--- src/rtl/pipeline_hazard_ctrl.sv ---
// Hazard controller for a 4-stage-register pipeline: forwarding selects, load-use and
// branch-compare stalls, and a counter-driven stall for a multi-cycle divide in E.
module pipeline_hazard_ctrl #(
    parameter int DIV_CYCLES = 32,
    parameter int RA_W       = 5
) (
    input  logic            clk,
    input  logic            rst,
    input  logic [RA_W-1:0] rsD,
    input  logic [RA_W-1:0] rtD,
    input  logic [RA_W-1:0] rsE,
    input  logic [RA_W-1:0] rtE,
    input  logic [RA_W-1:0] writeregE,
    input  logic [RA_W-1:0] writeregM,
    input  logic [RA_W-1:0] writeregW,
    input  logic            regwriteE,
    input  logic            regwriteM,
    input  logic            regwriteW,
    input  logic            memtoregE,
    input  logic            memtoregM,
    input  logic            branchD,
    input  logic            pcsrcD,
    input  logic            jumpD,
    input  logic            div_startE,
    output logic            stallF,
    output logic            stallD,
    output logic            stallE,
    output logic            flushD,
    output logic            flushE,
    output logic            flushM,
    output logic            forwardAD,
    output logic            forwardBD,
    output logic [1:0]      forwardAE,
    output logic [1:0]      forwardBE,
    output logic            div_busy,
    output logic            div_done,
    output logic [1:0]      div_state
);

    localparam int CNT_W = $clog2(DIV_CYCLES);

    typedef enum logic [1:0] {
        IDLE = 2'd0,
        BUSY = 2'd1,
        DONE = 2'd2
    } div_state_t;

    div_state_t       state, state_nx;
    logic [CNT_W-1:0] cnt, cnt_nx;
    logic             div_go;
    logic             lwstall, brstall, busy_raw;

    // Register $0 is hard-wired zero, so it never produces a dependency.
    function automatic logic hit(input logic [RA_W-1:0] a, input logic [RA_W-1:0] b);
        return (a != '0) && (a == b);
    endfunction

    always_ff @(posedge clk or negedge rst) begin
        if (!rst) begin
            state <= IDLE;
            cnt   <= '0;
        end else begin
            state <= state_nx;
            cnt   <= cnt_nx;
        end
    end

    always_comb begin
        state_nx = state;
        cnt_nx   = cnt;
        div_go   = 1'b0;
        case (state)
            IDLE: begin
                if (div_startE) begin
                    div_go   = 1'b1;
                    state_nx = BUSY;
                    cnt_nx   = CNT_W'(DIV_CYCLES - 1);
                end
            end
            BUSY: begin
                cnt_nx = cnt - CNT_W'(1);
                if (cnt == CNT_W'(1)) begin
                    state_nx = DONE;
                end
            end
            // The divide is still sitting in E here, so its start flag is ignored.
            DONE:    state_nx = IDLE;
            default: state_nx = IDLE;
        endcase
    end

    always_comb begin
        forwardAD = hit(rsD, writeregM) && regwriteM;
        forwardBD = hit(rtD, writeregM) && regwriteM;

        forwardAE = 2'b00;
        if (hit(rsE, writeregM) && regwriteM) begin
            forwardAE = 2'b10;
        end else if (hit(rsE, writeregW) && regwriteW) begin
            forwardAE = 2'b01;
        end

        forwardBE = 2'b00;
        if (hit(rtE, writeregM) && regwriteM) begin
            forwardBE = 2'b10;
        end else if (hit(rtE, writeregW) && regwriteW) begin
            forwardBE = 2'b01;
        end

        lwstall = memtoregE && (hit(rtE, rsD) || hit(rtE, rtD));
        brstall = branchD &&
                  ((regwriteE && (hit(writeregE, rsD) || hit(writeregE, rtD))) ||
                   (memtoregM && (hit(writeregM, rsD) || hit(writeregM, rtD))));
        busy_raw = div_go || (state == BUSY);

        // Every stall/flush is gated by rst so the datapath sees no spurious holds in reset.
        div_busy = busy_raw && rst;
        stallF   = (lwstall || brstall || busy_raw) && rst;
        stallD   = stallF;
        stallE   = div_busy;
        flushM   = div_busy;
        flushE   = (lwstall || brstall) && !busy_raw && rst;
        flushD   = (pcsrcD || jumpD) && !stallD && rst;
        div_done = (state == DONE);
        div_state = state;
    end

endmodule

--- config.mk ---
export PLATFORM = sky130hd
export DESIGN_NAME = pipeline_hazard_ctrl
export DESIGN_NICKNAME = d
export VERILOG_FILES = /design/src/rtl/pipeline_hazard_ctrl.sv
export SDC_FILE = /design/constraint.sdc
export NUM_CORES = 1
export LEC_CHECK = 0
export CORE_UTILIZATION = 40
export CTS_CLUSTER_SIZE = 10
export DETAILED_ROUTE_END_ITERATION = 10
export HOLD_SLACK_MARGIN = 0.08
export PLACE_DENSITY = 0.81
export SYNTH_ARGS = -nofsm -noshare
export SYNTH_HDL_FRONTEND = slang
export SYNTH_SLANG_ARGS = --single-unit
export TNS_END_PERCENT = 20
--- constraint.sdc ---
create_clock -name clk -period 2.6 [get_ports clk]
set_clock_uncertainty 0.05 [all_clocks]
set_input_delay 0.52 -clock clk [delete_from_list [all_inputs] [get_ports clk]]
set_output_delay 0.52 -clock clk [all_outputs]
set_load 0.02 [all_outputs]
==> results of run 1 <==
## state kept, by name, indices dropped and copies added (netlist names)
name and flops:
div_state 2, cnt 5
## how the worst max path moves through the flow
stage	slack (ns)	cells after the start	from	end
6_report	0.002	6	writeregE[2]	stallD
5_1_grt	-0.03	9	writeregE[1]	stallD
4_1_cts	-0.05	8	rtD[4]	flushE
3_5_place_dp	-0.70	8	rsD[0]	stallD
3_3_place_gp	-0.70	8	rsD[1]	flushE
2_1_floorplan	0.003	4	rsE[1]	forwardAE[0]
## cell families after synthesis
| family | Yosys count | synth area share [%] |
|---|---|---|
| xor gates and xnor gates | 50 | 36.9 |
| and+or+nand+nor | 48 | 23.5 |
| AOI/OAI and AO/OA | 19 | 11.8 |
| buffers and inverters | 19 | 10.0 |
| DFF | 7 | 14.8 |
| adders and majority gates | 2 | 2.11 |
| muxes | 1 | 0.844 |
## layer usage
layer | GRT usage (%) | wire length [microns] | share of wire [%]
met1 | 33.0 | 1690 | 40
met2 | 48.6 | 2150 | 52
met3 | 5.53 | 235 | 5.6
met4 | 9.41 | 93 | 2.2
met5 | 0 | 0 | 0
## power by group
group	internal (mW)	switching [mW]
Sequential	0.155	0.0523
Combinational	0.226	0.233
Clock	0.0586	0.0414
Total	0.440	0.327
## final cells by class
type                            count  area (sq um)  share of cell area, %
Multi-Input combinational cell    120           976                   49.3
Sequential cell                     7           175                   8.85
Clock buffer                        4          26.3                   1.33
Timing Repair Buffer               92           744                   37.6
Inverter                            5          18.8                  0.948
Tap cell                           31          38.8                   1.96
## critical path, delay by kind of cell
kind            cells  cell delay (ns)
buf+inv             3             0.57
simple gates        1             0.56
compound gates      2             0.39
## layout by cell type (no fill, tap or decap), types with 4 or more instances in the layout
cell type         n
dfrtp_1           7
nor2_1            9
nand3_1           8
clkbuf_2         12
clkdlybuf4s50_1  19
nand2_1           8
inv_1             5
buf_4            35
xnor2_1          35
clkdlybuf4s15_1   4
dlygate4sd2_1    19
xor2_1           14
nand4_1           4
## repair_timing
item / CTS / global route
pin swaps: 15 / 18
resized for setup: 82 / 29
buffers inserted: 1 / 0
setup endpoints to repair: 13 / 8
## metrics by stage
| step | utilization (%) | TNS, ns |
|---|---|---|
| floorplan | - | 0 |
| global placement | 70.8 | -5.42 |
| detailed placement | 70.8 | -5.90 |
| CTS | 72.0 | -0.0473 |
| global route | 71.2 | -0.0709 |
| finish | 71.2 | 0 |
==> flow_metrics.env, run 1 <==
export IMPL_status="finished, final reports clean"
export IMPL_fmax_mhz=385
export IMPL_ys_ff_latch=7
export IMPL_synth_ff_type="dfrtp_1"
export IMPL_clk_pin_slew_ns=0.05
export IMPL_worst_pin_slew_ns=0.346
export IMPL_die_w_microns=56.5
export IMPL_synth_edf_count=0
export IMPL_routed_wl_microns=4170
export IMPL_whs_path_depth=1
export IMPL_antenna_found_initial=0
export IMPL_setup_viol=0
export IMPL_first_pass_iters=4
export IMPL_area_growth_syn_to_layout_pct=66.9
export IMPL_finalWorstSetupSlack_ns=0.00182
export IMPL_synth_top_area_share_pct=26.6
export IMPL_via_per_inst=5.31
export IMPL_ios=62
export IMPL_power_leakage_nw=0.827
export IMPL_track_usage_pct=27.6
export IMPL_max_stage_delay_ns=0.56
export IMPL_min_period_ns=2.60
export IMPL_io_buffers=61
export IMPL_arrival_ns=2.03
export IMPL_hold_violations=0
export IMPL_r2r_end="cnt[3]"
export IMPL_power_density_nw_per_um2=388
export IMPL_drv_cap=0
export IMPL_cts_path_max_buffers=2
export IMPL_totalPowerFinal_mw=0.767
export IMPL_placed_cell_area_sq_um=1970
export IMPL_dp_cells=254
export IMPL_dieArea_sq_um=3190
export IMPL_grt_pass1_wl_microns=6910
export IMPL_worstSetupStartpointType="primary input"
export IMPL_core_sq_um=2780
export IMPL_synth_cells=146
export IMPL_critPathKind="primary input to output pin"
export IMPL_vdd_drop_max_v=0.000505
export IMPL_slew_viol_final=0
export IMPL_crit_fanout=3
export IMPL_place_ws_ns=-0.704
export IMPL_grt_max_degree=11
export IMPL_insertion_delay_ns=0.25
export IMPL_diodes=0
export IMPL_synth_nets=194
export IMPL_drc=0
export IMPL_synth_most_common_cell="xnor2_1"
export IMPL_period_share_pct=99.9
export IMPL_cts_hold_buffers=0
export IMPL_slowest_stage="or4_4"
export IMPL_num_rows=19
export IMPL_worstReg2RegStart="div_state[0]"
export IMPL_min_path_type="flop to flop"
export IMPL_die_h_microns=56.5
export IMPL_max_slew_margin_pct=76.9
export IMPL_syn_area_sq_um=1190
export IMPL_ant_nets=0
export IMPL_clkSinkCount=7
export IMPL_r2r_cells=5
export IMPL_cts_root_buf="clkbuf_4"
export IMPL_avgRoutedWirePerCell_microns=16.1
export IMPL_yosysTopAreaCell="xnor2_1"
export IMPL_grt_overflow=0
export IMPL_post_dp_hpwl_microns=3320
export IMPL_path_cells="clkdlybuf4s15_1 -> or4_4 -> o2111ai_4 -> buf_6 -> a41oi_2 -> buf_4"
export IMPL_instances_no_fill=259
export IMPL_post_synth_cell_area_avg_sq_um=8.12
export IMPL_hold_slack_ns=0.444
export IMPL_hp_start="cnt[4]"
export IMPL_cp_required_ns=2.03
export IMPL_synth_distinct_cells=35
export IMPL_nets=277
export IMPL_detail_route_iter0_violations=46
export IMPL_vias=1376
export IMPL_yosys_top_cells_count="36 x xnor2_1, 14 x xor2_1, 10 x nor2_1"
export IMPL_ys_warn_count=0
export IMPL_synth_seq_area_share_pct=14.8
export IMPL_cts_inserted_buffers=3
export IMPL_rsz0062_at_grt="true"
export IMPL_num_fill_cells=233
export IMPL_place_congestion=0.897
export IMPL_finalInstanceArea_sq_um=1980
export IMPL_cts_tree="built"
export IMPL_end_kind="output pin"
export IMPL_htree_levels=1
export IMPL_reg2reg_setup_slack_ns=1.32
export IMPL_async_reset_ff_share_pct=100
export IMPL_initial_core_util_pct=42.6
export IMPL_hold_path_endpoint="div_state[1]"
export IMPL_drive_gt1_share_pct=30.7
export IMPL_synth_area_leaders="xnor2_1 27%, dfrtp_1 15%, xor2_1 10%, buf_4 3.8%, nand3_1 3.4%"
export IMPL_grt_pass1_vias=1502
No activity file was read; power rests on OpenSTA's default activity.
==> inputs of run 2 (changes only) <==
Settings changed: CTS_CLUSTER_SIZE 10 to not set, GPL_ROUTABILITY_DRIVEN set to 0.
==> flow_metrics.env, run 2 (synthesis results as in run 1) <==
export IMPL_period_share_pct=99.0
export IMPL_drc=0
export IMPL_max_slew_margin_pct=77.9
export IMPL_diodes=0
export IMPL_worstReg2RegStart="cnt[0]"
export IMPL_post_dp_hpwl_microns=3290
export IMPL_cts_root_buf="clkbuf_4"
export IMPL_top_register="cnt"
export IMPL_vdd_drop_max_v=0.000537
export IMPL_hp_start="cnt[4]"
export IMPL_detail_route_iter0_violations=46
export IMPL_num_fill_cells=238
export IMPL_io_buffers=61
export IMPL_setup_viol=0
export IMPL_status="finished, final reports clean"
export IMPL_antenna_found_initial=0
export IMPL_initial_core_util_pct=42.6
export IMPL_drive_gt1_share_pct=32.5
export IMPL_cp_required_ns=2.03
export IMPL_clk_pin_slew_ns=0.05
export IMPL_routed_wl_microns=4090
export IMPL_fmax_mhz=388
export IMPL_crit_path_start="writeregM[4]"
export IMPL_insertion_delay_ns=0.25
export IMPL_hold_violations=0
export IMPL_whs_path_depth=1
export IMPL_end_kind="output pin"
export IMPL_ios=62
export IMPL_min_path_type="flop to flop"
export IMPL_grt_overflow=0
export IMPL_via_per_inst=5.37
export IMPL_power_density_nw_per_um2=391
export IMPL_grt_pass1_wl_microns=6620
export IMPL_largest_reg_flops=5
export IMPL_dieArea_sq_um=3190
export IMPL_cts_path_max_buffers=2
export IMPL_vias=1392
export IMPL_r2r_cells=5
export IMPL_dp_cells=253
export IMPL_slew_viol_final=0
export IMPL_final_cell_mix="35 x xnor2_1, 32 x buf_4, 19 x clkdlybuf4s50_1"
export IMPL_critPathKind="primary input to output pin"
export IMPL_finalWorstSetupSlack_ns=0.0260
export IMPL_nets=277
export IMPL_worstSetupStartpointType="primary input"
export IMPL_place_ws_ns=-0.735
export IMPL_grt_max_degree=11
export IMPL_layout_commonest_cell="xnor2_1"
export IMPL_worst_pin_slew_ns=0.328
export IMPL_drv_cap=0
export IMPL_grt_pass1_vias=1444
export IMPL_instances_no_fill=259
export IMPL_avgRoutedWirePerCell_microns=15.8
export IMPL_track_usage_pct=26.2
export IMPL_crit_fanout=4
export IMPL_totalPowerFinal_mw=0.777
export IMPL_cts_inserted_buffers=3
export IMPL_clkSinkCount=7
export IMPL_first_pass_iters=4
export IMPL_arrival_ns=2.00
export IMPL_die_h_microns=56.5
export IMPL_cts_tree="built"
export IMPL_min_period_ns=2.57
export IMPL_power_leakage_nw=0.827
export IMPL_area_growth_syn_to_layout_pct=67.3
export IMPL_reg2reg_setup_slack_ns=1.32
export IMPL_core_sq_um=2780
export IMPL_die_w_microns=56.5
export IMPL_rsz0062_at_grt="true"
export IMPL_ant_nets=0
export IMPL_cts_hold_buffers=0
export IMPL_htree_levels=1
export IMPL_num_rows=19
## run 2: final cells by class
class / instances / area [sq um] / area share, %
Multi-Input combinational cell: 120 / 981 / 49.4
Timing Repair Buffer: 92 / 744 / 37.5
Sequential cell: 7 / 175 / 8.83
Tap cell: 31 / 38.8 / 1.95
Clock buffer: 4 / 26.3 / 1.32
Inverter: 5 / 18.8 / 0.946
## run 2: critical path: stages
cell and delay [ns]:
clkdlybuf4s15_1 0.26, xor2_1 0.21, nor3_1 0.20, nand3_1 0.15
a21o_1 0.26, a311oi_2 0.22, buf_4 0.18
## run 2: per-layer routing
metal | up-vias | global-route usage (%) | wire length (microns)
met4 | 0 | 10.1 | 102
li1 | 668 | - | -
met5 | - | 0 | 0
met1 | 645 | 32.3 | 1710
met2 | 67 | 46.2 | 2030
met3 | 12 | 3.00 | 248
## run 2: repair_timing
action | 4_1_cts | 5_1_grt
pin swaps | 12 | 19
endpoints found under the setup margin | 13 | 9
setup buffers | 2 | 0
resized for setup | 89 | 37
hold endpoints to repair | 0 | 0
## run 2: stage by stage
stage | setup TNS [ns] | hold WS [ns] | utilization [%] | cell area (sq um)
2_1_floorplan | 0 | 0.174 | - | 1190
3_3_place_gp | -5.30 | 0.420 | 70.5 | 1960
3_5_place_dp | -5.87 | 0.452 | 70.5 | 1960
4_1_cts | 0 | 0.456 | 71.9 | 2000
5_1_grt | -0.0336 | 0.476 | 71.3 | 1980
6_report | 0 | 0.460 | 71.3 | 1980
## run 2: final timing paths
check / endpoint
setup / recovery: flushE
hold / removal: div_state[1]
setup reg to reg: cnt[4]
hold reg to reg: div_state[1]
max in group asynchronous: div_state[0]
min in group asynchronous: cnt[3]
## run 2: power by group
part           internal [mW]  switching [mW]
clock                 0.0586          0.0411
combinational          0.230           0.236
sequential             0.155          0.0553
